[config.mk]
export PLATFORM = sky130hd
export DESIGN_NAME = instr_encoder
export DESIGN_NICKNAME = d
export VERILOG_FILES = /design/src/rtl/rv_enc_pkg.sv /design/src/rtl/rv_instr_pack.sv /design/src/rtl/instr_encoder.sv
export SDC_FILE = /design/constraint.sdc
export NUM_CORES = 1
export LEC_CHECK = 0
export ABC_AREA = 0
export CAP_MARGIN = 20
export CORE_MARGIN = 5
export CORE_UTILIZATION = 40
export CTS_CLUSTER_DIAMETER = 40
export DETAILED_ROUTE_END_ITERATION = 10
export PLACE_DENSITY = 0.7
export SYNTH_ARGS = -nofsm -noshare
export SYNTH_HDL_FRONTEND = slang
export SYNTH_HIERARCHICAL = 1
export SYNTH_SLANG_ARGS = --single-unit
[constraint.sdc]
create_clock -name clk -period 5.6 [get_ports clk]
set_input_delay 0.84 -clock clk [delete_from_list [all_inputs] [get_ports clk]]
set_output_delay 0.84 -clock clk [all_outputs]
set_load 0.01 [all_outputs]
[src/rtl/rv_enc_pkg.sv]
// Shared RV32 encoding definitions for the instruction encoder and the control unit.
package rv_enc_pkg;

    typedef enum logic [2:0] {
        ALU_ADD = 3'b000,
        ALU_SUB = 3'b001,
        ALU_AND = 3'b010,
        ALU_OR  = 3'b011,
        ALU_XOR = 3'b100,
        ALU_SLL = 3'b101,
        ALU_SRL = 3'b110,
        ALU_SLT = 3'b111
    } alu_op_e;

    localparam logic [6:0]  OPC_R       = 7'b0110011;
    localparam logic [6:0]  OPC_I       = 7'b0010011;
    localparam logic [31:0] NOP         = 32'h0000_0013;
    localparam logic [6:0]  FUNCT7_SUB  = 7'b0100000;
    localparam logic [6:0]  FUNCT7_BASE = 7'b0000000;

    // Micro-op request payload
    typedef struct packed {
        alu_op_e     op;
        logic        fmt;   // 0 = R-type, 1 = I-type
        logic [4:0]  rd;
        logic [4:0]  rs1;
        logic [4:0]  rs2;
        logic [11:0] imm;
    } uop_t;

    // funct3 field for each ALU operation
    function automatic logic [2:0] funct3_of(input alu_op_e op);
        logic [2:0] f3;
        f3 = 3'b000;
        case (op)
            ALU_ADD, ALU_SUB: f3 = 3'b000;
            ALU_SLL:          f3 = 3'b001;
            ALU_SLT:          f3 = 3'b010;
            ALU_XOR:          f3 = 3'b100;
            ALU_SRL:          f3 = 3'b101;
            ALU_OR:           f3 = 3'b110;
            ALU_AND:          f3 = 3'b111;
            default:          f3 = 3'b000;
        endcase
        return f3;
    endfunction

endpackage

[src/rtl/rv_instr_pack.sv]
// Combinational packing of micro-op fields into an RV32 R/I-type word.
module rv_instr_pack
    import rv_enc_pkg::*;
(
    input  uop_t        uop,
    output logic [31:0] instr_c,
    output logic        illegal_c
);

    logic [2:0] f3;

    assign f3 = funct3_of(uop.op);

    // Select the encoding; I-type SUB has no RV32 form and becomes a NOP
    always_comb begin
        instr_c   = NOP;
        illegal_c = 1'b0;
        if (!uop.fmt) begin
            instr_c = {(uop.op == ALU_SUB) ? FUNCT7_SUB : FUNCT7_BASE,
                       uop.rs2, uop.rs1, f3, uop.rd, OPC_R};
        end else if (uop.op == ALU_SUB) begin
            instr_c   = NOP;
            illegal_c = 1'b1;
        end else if (uop.op == ALU_SLL || uop.op == ALU_SRL) begin
            instr_c = {7'b0000000, uop.imm[4:0], uop.rs1, f3, uop.rd, OPC_I};
        end else begin
            instr_c = {uop.imm, uop.rs1, f3, uop.rd, OPC_I};
        end
    end

endmodule

[src/rtl/instr_encoder.sv]
// Streams encoded RV32 words with sequential load addresses to the imem loader.
module instr_encoder
    import rv_enc_pkg::*;
#(
    parameter int unsigned AW    = 4,
    parameter int unsigned DEPTH = 16
) (
    input  logic          clk,
    input  logic          rst,
    input  logic          clr,
    input  logic          in_valid,
    output logic          in_ready,
    input  logic [2:0]    in_op,
    input  logic          in_fmt,
    input  logic [4:0]    in_rd,
    input  logic [4:0]    in_rs1,
    input  logic [4:0]    in_rs2,
    input  logic [11:0]   in_imm,
    output logic          out_valid,
    input  logic          out_ready,
    output logic [31:0]   out_instr,
    output logic [AW-1:0] out_addr,
    output logic          done,
    output logic [7:0]    err_cnt
);

    localparam logic [0:0]    ST_RUN    = 1'b0;
    localparam logic [0:0]    ST_DONE   = 1'b1;
    localparam logic [AW-1:0] LAST_ADDR = AW'(DEPTH - 1);

    logic [0:0]    state;
    logic [0:0]    state_nxt;
    logic [AW-1:0] addr_cnt;
    logic          last_armed;
    uop_t          uop;
    logic [31:0]   instr_c;
    logic          illegal_c;
    logic          accept;
    logic          out_hs;

    assign uop = '{op: alu_op_e'(in_op), fmt: in_fmt, rd: in_rd,
                   rs1: in_rs1, rs2: in_rs2, imm: in_imm};

    rv_instr_pack u_pack (
        .uop       (uop),
        .instr_c   (instr_c),
        .illegal_c (illegal_c)
    );

    // No accepts during rst/clr, after the last address, or while the output is blocked
    assign in_ready = !rst && !clr && (state == ST_RUN) && !last_armed
                      && (!out_valid || out_ready);
    assign accept   = in_valid && in_ready;
    assign out_hs   = out_valid && out_ready;
    assign done     = (state == ST_DONE);

    // State register
    always_ff @(posedge clk) begin
        if (rst) state <= ST_RUN;
        else     state <= state_nxt;
    end

    // Next state: finish once the last word leaves, restart on clr
    always_comb begin
        state_nxt = state;
        case (state)
            ST_RUN:  if (!clr && last_armed && out_hs) state_nxt = ST_DONE;
            ST_DONE: if (clr)                          state_nxt = ST_RUN;
            default: state_nxt = ST_RUN;
        endcase
        if (clr) state_nxt = ST_RUN;
    end

    // Output register, address counter, last flag and error counter
    always_ff @(posedge clk) begin
        if (rst) begin
            out_valid  <= 1'b0;
            out_instr  <= 32'h0;
            out_addr   <= '0;
            addr_cnt   <= '0;
            last_armed <= 1'b0;
            err_cnt    <= 8'h00;
        end else if (clr) begin
            out_valid  <= 1'b0;
            addr_cnt   <= '0;
            last_armed <= 1'b0;
            err_cnt    <= 8'h00;
        end else begin
            if (accept) begin
                out_valid <= 1'b1;
                out_instr <= instr_c;
                out_addr  <= addr_cnt;
                if (addr_cnt == LAST_ADDR) begin
                    addr_cnt   <= '0;
                    last_armed <= 1'b1;
                end else begin
                    addr_cnt <= addr_cnt + AW'(1);
                end
                if (illegal_c && err_cnt != 8'hFF) err_cnt <= err_cnt + 8'd1;
            end else if (out_hs) begin
                out_valid <= 1'b0;
            end
        end
    end

endmodule

# Word level (Yosys, flattened, before mapping)
# Memory sizes are Yosys's and may differ from the RTL's.
# Index checks and enable logic that the tools add are counted.
[totals] regBits=51 mem_bits_ro=24 wordCells=48 n_memories=1
[classes] addsub=2 eq_ne=5 muxes=11 n_bitwise=2 n_reduce_logical=20
[memory_table] memory="(name not given)" words=8 word_bits=3 read_ports=1 rd_clocked_by_memory_dff=0 write_ports=0 line_no="rv_enc_pkg.sv:35" rtl="case (op)"
[op_table] cell="$mux W32" n=3
[op_table] cell="$logic_and A1 B1 Y1" n=9
[op_table] cell="$add A8 B1 Y8 const B" n=1
[op_table] cell="$ne A8 B8 Y1 const B" n=1
[op_table] cell="$eq A3 B3 Y1 const B" n=2
[op_table] cell="$mux W6" n=1
[op_table] cell="$reduce_and A2 Y1" n=3
[op_table] cell="$mux W1" n=5
[op_table] cell="$add A4 B1 Y4 const B" n=1
[op_table] cell="$eq A4 B4 Y1 const B" n=1
[op_table] cell="$logic_not A1 Y1" n=4
[op_table] cell="$mux W4" n=1
[op_table] cell="$eq A3 B1 Y1 const B" n=1
[op_table] cell="$logic_or A1 B1 Y1" n=2
[op_table] cell="$not A1 Y1" n=2
[op_table] cell="$pmux W1 S2" n=1
[op_table] cell="$reduce_bool A2 Y1" n=1
[op_table] cell="$reduce_or A2 Y1" n=1

# Logic depth before layout (Yosys ltp)
# Gate-level depths: netlist of run 1.
[depth] word_depth=7 ltp_mapped=9

# By module
# Netlist of run 1, hierarchy kept.
[modules_own_cells] mod="instr_encoder" n_inst=1 cells_each=242 area_each_um2=1949.4 seq_area_each_um2=1021.0
[modules_own_cells] mod="rv_instr_pack" n_inst=1 cells_each=60 area_each_um2=436.7 seq_area_each_um2=0.0

# Least setup slack after synthesis of run 1
# No wires, ideal clock.
[synth_timing] path_kind="input -> register" from="input port in_op[1]" to="register err_cnt[3]" t_arrival_ps=2401 t_required_ps=5529 path_slack_ps=3128 path_stages=9 path_cell_list="inv_1 ha_1 nand3b_1 buf_2 inv_1 and4bb_1 nand3_2 or4_1 a21oi_1"
[synth_via] elab_chain_cells=5
[synth_lines] element="start, declared" line_no="instr_encoder.sv:13" rtl="input logic [2:0] in_op,"
[synth_lines] element="$eq A3 B1 Y1" line_no="rv_instr_pack.sv:21" rtl="end else if (uop.op == ALU_SUB) begin"
[synth_lines] element="$mux W1" line_no="rv_instr_pack.sv:21"
[synth_lines] element="$mux W1" line_no="rv_instr_pack.sv:18" rtl="if (!uop.fmt) begin"
[synth_lines] element="named net illegal_c" line_no="instr_encoder.sv:37" rtl="logic illegal_c;"
[synth_lines] element="$logic_and A1 B1 Y1" line_no="instr_encoder.sv:99" rtl="if (illegal_c && err_cnt != 8'hFF) err_cnt <= err_cnt + 8'd1;"
[synth_lines] element="$reduce_and A2 Y1 (no source line)"
[synth_lines] element="end signal, assigned" line_no="instr_encoder.sv:99"
[synth_lines] element="end, declared" line_no="instr_encoder.sv:24" rtl="output logic [7:0] err_cnt"
# The timed path passes the listed nets, and every way through them passes these cells.
# A chain may end at the register's enable or synchronous reset.

# Worst setup path in the final report of run 1
[layout_timing] from="input port rst" to="output port in_ready"
[layout_via] elab_chain_cells=5
[layout_lines] element="start, declared" line_no="instr_encoder.sv:9" rtl="input logic rst,"
[layout_lines] element="$logic_not A1 Y1" line_no="instr_encoder.sv:51" rtl="assign in_ready = !rst && !clr && (state == ST_RUN) && !last_armed"
[layout_lines] element="$logic_and A1 B1 Y1 (3 in series)" line_no="instr_encoder.sv:51"
[layout_lines] element="$logic_and A1 B1 Y1" line_no="instr_encoder.sv:52" rtl="&& (!out_valid || out_ready);"
[layout_lines] element="end, declared" line_no="instr_encoder.sv:12" rtl="output logic in_ready,"
# No other way between the ends.

==> flow_summary.yaml, run 1 <==
status:
  outcome: "finished clean"
timing:
  fin_hold_ws_ns: 0.454
  period_minus_slack_ns: 3.28
  rsz0062_at_grt: "false"
  maxSlewViolCount: 0
  fin_setup_tns_ns: 0
  post-route-period-util: 0.586
  fin_ws_ns: 2.32
  final-hold-violation-count: 0
  setup_viol: 0
  worst_pin_slew_ns: 0.846
  max_freq_mhz: 305
  finClkSkew_ns: 0.00983
  max-slew-margin-rel: 0.435
route:
  drc: 0
  wl_per_cell_um: 12.8
  vias: 2228
  totalWireLength_um: 5780
  drt_iter0_markers: 78
  viasPerCell: 4.95
  dr.pass1.iters: 4
  ant_nets: 0
synthesis:
  yosysUniqueCellTypes: 41
  synth-edff-count: 0
  syn_avg_cell_area_um2: 7.90
  async_reset_ff_frac: 0
  yosysWarnings: 6
  ys_ff_latch: 51
  ys_seq_area_frac: 0.428
  synth-main-ff-cell: "dfxtp_1"
  syn-cell-area_mm2: 0.00239
  synthesis.instances: 302
power_and_ir_drop:
  power_density_mw_per_mm2: 210
  irDropWorstVdd_v: 0.000110
  leakage_nw: 1.15
  p_total_mw: 0.694
setup_path:
  critPathKind: "in2out"
  crit_buf_inv: 3
  max_stage_delay_ns: 0.47
  cp-start-kind: "input port"
  critPathTopFamily: "buffers and inverters"
  cp.required_ns: 4.76
  cp_cell_sequence: "clkdlybuf4s50_1 -> buf_4 -> nor2_4 -> and3_1 -> clkdlybuf4s50_1"
  end_kind: "output port"
  path_max_fanout: 39
  worstPathArrival_ns: 2.44
  critPathMostFrequentCell: "clkdlybuf4s50_1"
  cp_slowest_cell: "clkdlybuf4s50_1"
place:
  place_inst: 442
  place_ws_ns: 2.26
  post_dp_cell_area_mm2: 0.00320
  io_buffer_count: 82
  dp_hpwl_um: 4240
  gp_congestion: 0.812
global_route:
  grt_pass1_wl_um: 9670
  overflow: 0
  grt_pass1_vias: 2114
  antenna_found_initial: 0
  groute.usage.overall: 0.159
  grt_max_degree: 42
layout:
  stdcell_count: 450
  finalInstanceArea_mm2: 0.00330
  diodes: 0
  drive_gt1_frac: 0.0453
  utilization: 0.565
  nets: 415
  syn_to_final_growth_pct: 38.4
floorplan:
  fp.dieW_um: 87.2
  num_rows: 28
  fp.dieH_um: 87.2
  dieArea_mm2: 0.00761
  core_mm2: 0.00585
  initial_core_util: 0.408
  ios: 83
clock_network:
  numCtsBuffers: 5
  cts_sinks: 51
  path_clk_slew_ns: 0.08
  ctsHoldBuffers: 0
  htree_levels: 2
  clkLatencyLatePin_ns: 0.30
  cts_max_path_buffers: 2
  cts_tree: "yes"
  cts-resized-gates: 0
  postCtsSetupRepairBufs: 0
  root_buffer: "clkbuf_8"
flow_run:
  cap_violations: 0
hold_path:
  hp-class: "reg2reg"
## layout make-up
class | count | area, um^2
repair buffers | 85 | 843
well taps | 75 | 93.8
flip-flops and latches | 51 | 1020
clock buffers | 8 | 100
multi-input cells | 224 | 1220
fillers | 566 | 2550
inverters | 7 | 26.3
## layer usage
layer  up-vias  GRT usage  routed length [um]
met3         5     0.0596                 465
met5         -          0                   0
met4         0     0.0418                  43
li1       1148          -                   -
met2        56      0.268                2780
met1      1019      0.191                2490
## registers in the layout, indices dropped and copies added, names as in the netlist
signal / flops
out_instr: 32
err_cnt: 8
addr_cnt: 4
out_addr: 4
done: 1
last_armed: 1
out_valid: 1
## synthesized netlist by cell type (all sizes together) (3+ instances only)
library cell | count | share of area
a21oi | 45 | 0.094
and2 | 12 | 0.033
and3 | 3 | 0.0079
buf | 14 | 0.041
clkbuf | 10 | 0.016
dfxtp | 51 | 0.43
ha | 5 | 0.026
inv | 7 | 0.011
mux2i | 4 | 0.017
nand2 | 88 | 0.14
nand2b | 3 | 0.0079
nand3 | 5 | 0.013
nand4 | 3 | 0.0079
nor2 | 8 | 0.016
nor3 | 3 | 0.0063
nor3b | 6 | 0.019
o2bb2ai | 5 | 0.018
o31ai | 3 | 0.0094
or3 | 4 | 0.010
## path summary, 6_finish.rpt
check / from / end / slack, ns / cells after the start
max: rst / in_ready / 2.32 / 5
min: out_instr[1] / out_instr[1] / 0.45 / 2
max reg2reg: last_armed / addr_cnt[0] / 3.59 / 4
min reg2reg: out_instr[1] / out_instr[1] / 0.45 / 2
## cell usage in the layout (no fill, tap or decap), drive strengths merged, types with 2 or more instances in the layout
master / synthesis / final
conb: 2 / 6
a31oi: 2 / 2
inv: 7 / 7
nand4: 3 / 3
nor3: 3 / 3
clkbuf: 10 / 8
nand3: 5 / 5
o31ai: 3 / 3
and3: 3 / 3
o21ai: 2 / 2
buf: 14 / 3
clkdlybuf4s50: 0 / 82
ha: 5 / 5
nand2: 88 / 88
dfxtp: 51 / 51
mux2i: 4 / 4
nor2: 8 / 8
o2bb2ai: 5 / 5
or4: 2 / 2
or3: 4 / 4
o21a: 2 / 2
a21oi: 45 / 45
and4: 2 / 2
nor2b: 2 / 2
and2: 12 / 12
nor3b: 6 / 6
nand2b: 3 / 3
## report_power, final
part	internal (mW)	switching (mW)	total, mW
clock network	0.113	0.116	0.229
registers	0.369	0.00392	0.373
logic	0.0503	0.0418	0.0922
## tightest hold or removal path, cell delays in order, from the launching register on
cell and delay [ns]:
dfxtp_1 0.31, nand2_1 0.05, a21oi_1 0.05
## kinds of logic after synthesis
kind of cell | count (synthesis) | share of synthesized area
buffers and inverters | 31 | 0.0676
and+or+nand+nor | 145 | 0.291
other | 2 | 0.00315
AOI/OAI and AO/OA | 64 | 0.167
adders and majority gates | 5 | 0.0262
muxes | 4 | 0.0168
DFF | 51 | 0.428
(Power assumes the default switching activity.)
==> run 2, diff against run 1 <==
==> constraint.sdc (replaced) <==
create_clock -name clk -period 3.34 [get_ports clk]
set_input_delay 0.501 -clock clk [delete_from_list [all_inputs] [get_ports clk]]
set_output_delay 0.501 -clock clk [all_outputs]
set_load 0.01 [all_outputs]
==> flow_summary.yaml, run 2 (same netlist as run 1, synthesis figures left out) <==
status:
  outcome: "finished clean"
timing:
  worst_pin_slew_ns: 0.640
  post-route-period-util: 0.723
  rsz0062_at_grt: "false"
  setup_viol: 0
  fin_setup_tns_ns: 0
  fin_hold_ws_ns: 0.456
  max_freq_mhz: 414
  finClkSkew_ns: 0.00559
  final-hold-violation-count: 0
  maxSlewViolCount: 0
  period_minus_slack_ns: 2.41
  max-slew-margin-rel: 0.570
clock_network:
  cts_max_path_buffers: 2
  cts-resized-gates: 0
  clkLatencyLatePin_ns: 0.30
  htree_levels: 2
  postCtsSetupRepairBufs: 0
  path_clk_slew_ns: 0.09
  ctsHoldBuffers: 0
  numCtsBuffers: 5
  cts_tree: "yes"
  root_buffer: "clkbuf_8"
  cts_sinks: 51
route:
  drt_iter0_markers: 59
  totalWireLength_um: 5830
  drc: 0
  viasPerCell: 4.96
  dr.pass1.iters: 6
  ant_nets: 0
  wl_per_cell_um: 12.9
  vias: 2248
setup_path:
  cp.required_ns: 2.84
  cp-start-kind: "input port"
  path_max_fanout: 8
  r2r_cells: 5
  critPathKind: "in2out"
  end_kind: "output port"
  critPathLaunch: "clr"
  r2r_start: "err_cnt[0]"
  ff2ff_setup_slack_ns: 1.62
  worstPathArrival_ns: 1.91
flow_run:
  cap_violations: 0
power_and_ir_drop:
  p_total_mw: 1.23
  power_density_mw_per_mm2: 369
  leakage_nw: 1.18
  irDropWorstVdd_v: 0.000212
hold_path:
  hp-class: "reg2reg"
  worstHoldPathCells: 2
  hp-start: "out_instr[21]"
layout:
  largest_reg_flops: 32
  final_cell_mix: "nand2_1, clkdlybuf4s50_1, dfxtp_1"
  syn_to_final_growth_pct: 40.3
  reg_top3: "out_instr: 32 flops, err_cnt: 8 flops"
  regMostFlops: "out_instr"
  diodes: 0
  nets: 418
  final_common_cell: "nand2_1"
  finalInstanceArea_mm2: 0.00335
  drive_gt1_frac: 0.0556
place:
  post_dp_cell_area_mm2: 0.00323
  gp_congestion: 0.811
  io_buffer_count: 82
  dp_hpwl_um: 4220
global_route:
  grt_pass1_wl_um: 9510
  groute.usage.overall: 0.156
  antenna_found_initial: 0
  grt_pass1_vias: 2067
  grt_max_degree: 42
  overflow: 0
floorplan:
  initial_core_util: 0.408
  fp.dieH_um: 87.2
  core_mm2: 0.00585
  dieArea_mm2: 0.00761
  fp.dieW_um: 87.2
  num_rows: 28
  ios: 83
## run 2: changes by cell type in the layout (fill, tap and decap cells not counted), sizes merged
cell,delta
inv,+1
clkbuf,-2
buf,+3
bufinv,+1
## run 2: metal layers
metal,vias to the layer above,routed length (um),GRT usage
met1,1026,2560,0.191
met4,0,51,0.0460
li1,1158,-,-
met3,5,476,0.0511
met5,-,0,0
met2,59,2740,0.259
## run 2: through the flow
stage                     setup WS (ns)  utilization  instances
after floorplan                    1.21            -        306
after global placement            0.725        0.551        445
after detailed placement          0.647        0.551        445
after CTS                         0.917        0.572        453
after global routing              0.812        0.572        453
final                             0.925        0.572        453
## run 2: path summary, 6_finish.rpt
kind,to
worst max-delay path,in_ready
worst min register to register,out_instr[21]
worst min-delay path,out_instr[21]
worst max register to register,err_cnt[1]
## run 2: layout make-up
class,count,area (um^2)
Fill cell,555,2500
Multi-Input combinational cell,224,1220
Inverter,7,26.3
Tap cell,75,93.8
Sequential cell,51,1020
Clock inverter,2,38.8
Timing Repair Buffer,88,866
Clock buffer,6,82.6
## run 2: power breakdown
part | internal (mW) | leakage (nW) | switching, mW | total [mW]
clock | 0.246 | 0.0618 | 0.204 | 0.451
sequential | 0.619 | 0.413 | 0.00590 | 0.625
combinational | 0.0863 | 0.703 | 0.0719 | 0.158
## run 2: worst max-delay path, stage by stage
cell and delay, ns:
clkdlybuf4s50_1 0.48, nor2_4 0.22, and3_1 0.18, clkdlybuf4s50_1 0.53
==> run 3, diff against run 2 <==
==> constraint.sdc (replaced) <==
create_clock -name clk -period 2.35 [get_ports clk]
set_input_delay 0.3525 -clock clk [delete_from_list [all_inputs] [get_ports clk]]
set_output_delay 0.3525 -clock clk [all_outputs]
set_load 0.01 [all_outputs]
==> flow_summary.yaml, run 3 (same netlist as run 1, synthesis figures left out) <==
timing:
  fin_ws_ns: 0.319
  post-route-period-util: 0.864
  worst_pin_slew_ns: 0.666
  period_minus_slack_ns: 2.03
  max_freq_mhz: 492
  max-slew-margin-rel: 0.553
  maxSlewViolCount: 0
  finClkSkew_ns: 0.00488
  final-hold-violation-count: 0
  setup_viol: 0
  fin_setup_tns_ns: 0
  rsz0062_at_grt: "false"
power_and_ir_drop:
  clkPwrFrac: 0.348
  p_total_mw: 1.72
  p_sw_mw: 0.395
  leakage_nw: 1.22
  p_sw_frac: 0.229
  combinationalPowerShare: 0.136
  pwr-share-seq: 0.516
  irDropWorstVdd_v: 0.000242
  power_density_mw_per_mm2: 506
  p_int_mw: 1.33
setup_path:
  worstPathArrival_ns: 2.26
  path_max_fanout: 5
  end_kind: "flop"
  cp-start-kind: "input port"
  cp.required_ns: 2.58
  critPathKind: "in2reg"
global_route:
  grt_max_degree: 39
  grtUsageMet3: 0.0520
  grt_pass1_wl_um: 10200
  use_met2: 0.276
  grt_pass1_vias: 2183
  antenna_found_initial: 0
  busiest_layer: "met2"
  use_met1: 0.206
  overflow: 0
  groute.usage.overall: 0.166
clock_network:
  postCtsSetupRepairBufs: 0
  ctsHoldBuffers: 0
  root_buffer: "clkbuf_8"
  path_clk_slew_ns: 0.09
  cts_max_path_buffers: 2
  numCtsBuffers: 5
  cts-resized-gates: 0
  clkLatencyLatePin_ns: 0.29
  htree_levels: 2
  cts_tree: "yes"
  cts_sinks: 51
layout:
  final_cell_mix: "nand2_1, clkdlybuf4s50_1, dfxtp_1"
  regMostFlops: "out_instr"
  drive_gt1_frac: 0.0775
  largest_reg_flops: 32
  stdcell_count: 462
  syn_to_final_growth_pct: 42.7
  nets: 427
  final_common_cell: "nand2_1"
  diodes: 0
  fillers: 592
  reg_top3: "out_instr: 32 flops, err_cnt: 8 flops"
floorplan:
  fp.dieH_um: 87.2
  fp.dieW_um: 87.2
  dieArea_mm2: 0.00761
  num_rows: 28
  ios: 83
  core_mm2: 0.00585
  initial_core_util: 0.408
place:
  place_inst: 454
  dp_hpwl_um: 4470
  io_buffer_count: 82
  gp_congestion: 0.828
  place_ws_ns: 0.00721
status:
  outcome: "finished clean"
hold_path:
  hp-class: "reg2reg"
flow_run:
  cap_violations: 0
route:
  viasPerCell: 4.93
  drt_iter0_markers: 82
  drc: 0
  dr.pass1.iters: 4
  totalWireLength_um: 6050
  ant_nets: 0
  wl_per_cell_um: 13.1
  vias: 2277
run 3: cell count changes in the layout (fill, tap and decap cells not counted):
cell      before  now
buf_4          6   15
clkbuf_8       6    5
clkinv_2       0    1
clkinv_4       0    1
inv_6          1    0
run 3: worst max-delay path, stage by stage:
cell	delay [ns]
clkdlybuf4s50_1	0.42
inv_1	0.08
ha_1	0.16
nand3b_1	0.13
inv_1	0.10
and4bb_1	0.23
nand3_2	0.12
or4_1	0.52
a21oi_1	0.15
run 3: power by group through the flow:
stage	Clock (mW)	Combinational [mW]	Sequential [mW]
global placement	0	0.233	0.909
detailed placement	0	0.236	0.909
floorplan	0	0.110	0.916
global route	0.660	0.257	0.892
finish	0.599	0.234	0.889
CTS	0.618	0.237	0.889
run 3: path summary, 6_finish.rpt:
check	from	end	slack, ns	cells past startpoint
worst max-delay path	in_op[1]	err_cnt[4]	0.32	9
worst max register to register	err_cnt[0]	err_cnt[5]	0.58	5
worst min-delay path	out_instr[31]	out_instr[31]	0.46	2
worst min register to register	out_instr[31]	out_instr[31]	0.46	2
run 3: stage by stage:
| step | area, um^2 | util | hold slack (ns) |
|---|---|---|---|
| after floorplan | 2400 | - | 0.454 |
| after global placement | 3290 | 0.563 | 0.442 |
| after detailed placement | 3290 | 0.563 | 0.446 |
| after CTS | 3410 | 0.582 | 0.458 |
| after global routing | 3410 | 0.582 | 0.473 |
| final | 3410 | 0.582 | 0.457 |
run 3: final cells by class:
class	instances	area, um^2	share of cell area
multi-input combinational	224	1220	0.358
sequential	51	1020	0.300
timing repair buffer	97	933	0.274
tap	75	93.8	0.0276
clock buffer	5	68.8	0.0202
clock inverter	3	43.8	0.0129
inverter	7	26.3	0.00771
run 3: per-layer routing:
layer  vias to the layer above  routed length, um
li1                       1168                  -
met1                      1045               2590
met2                        57               2910
met3                         7                481
met4                         0                 63
met5                         -                  0
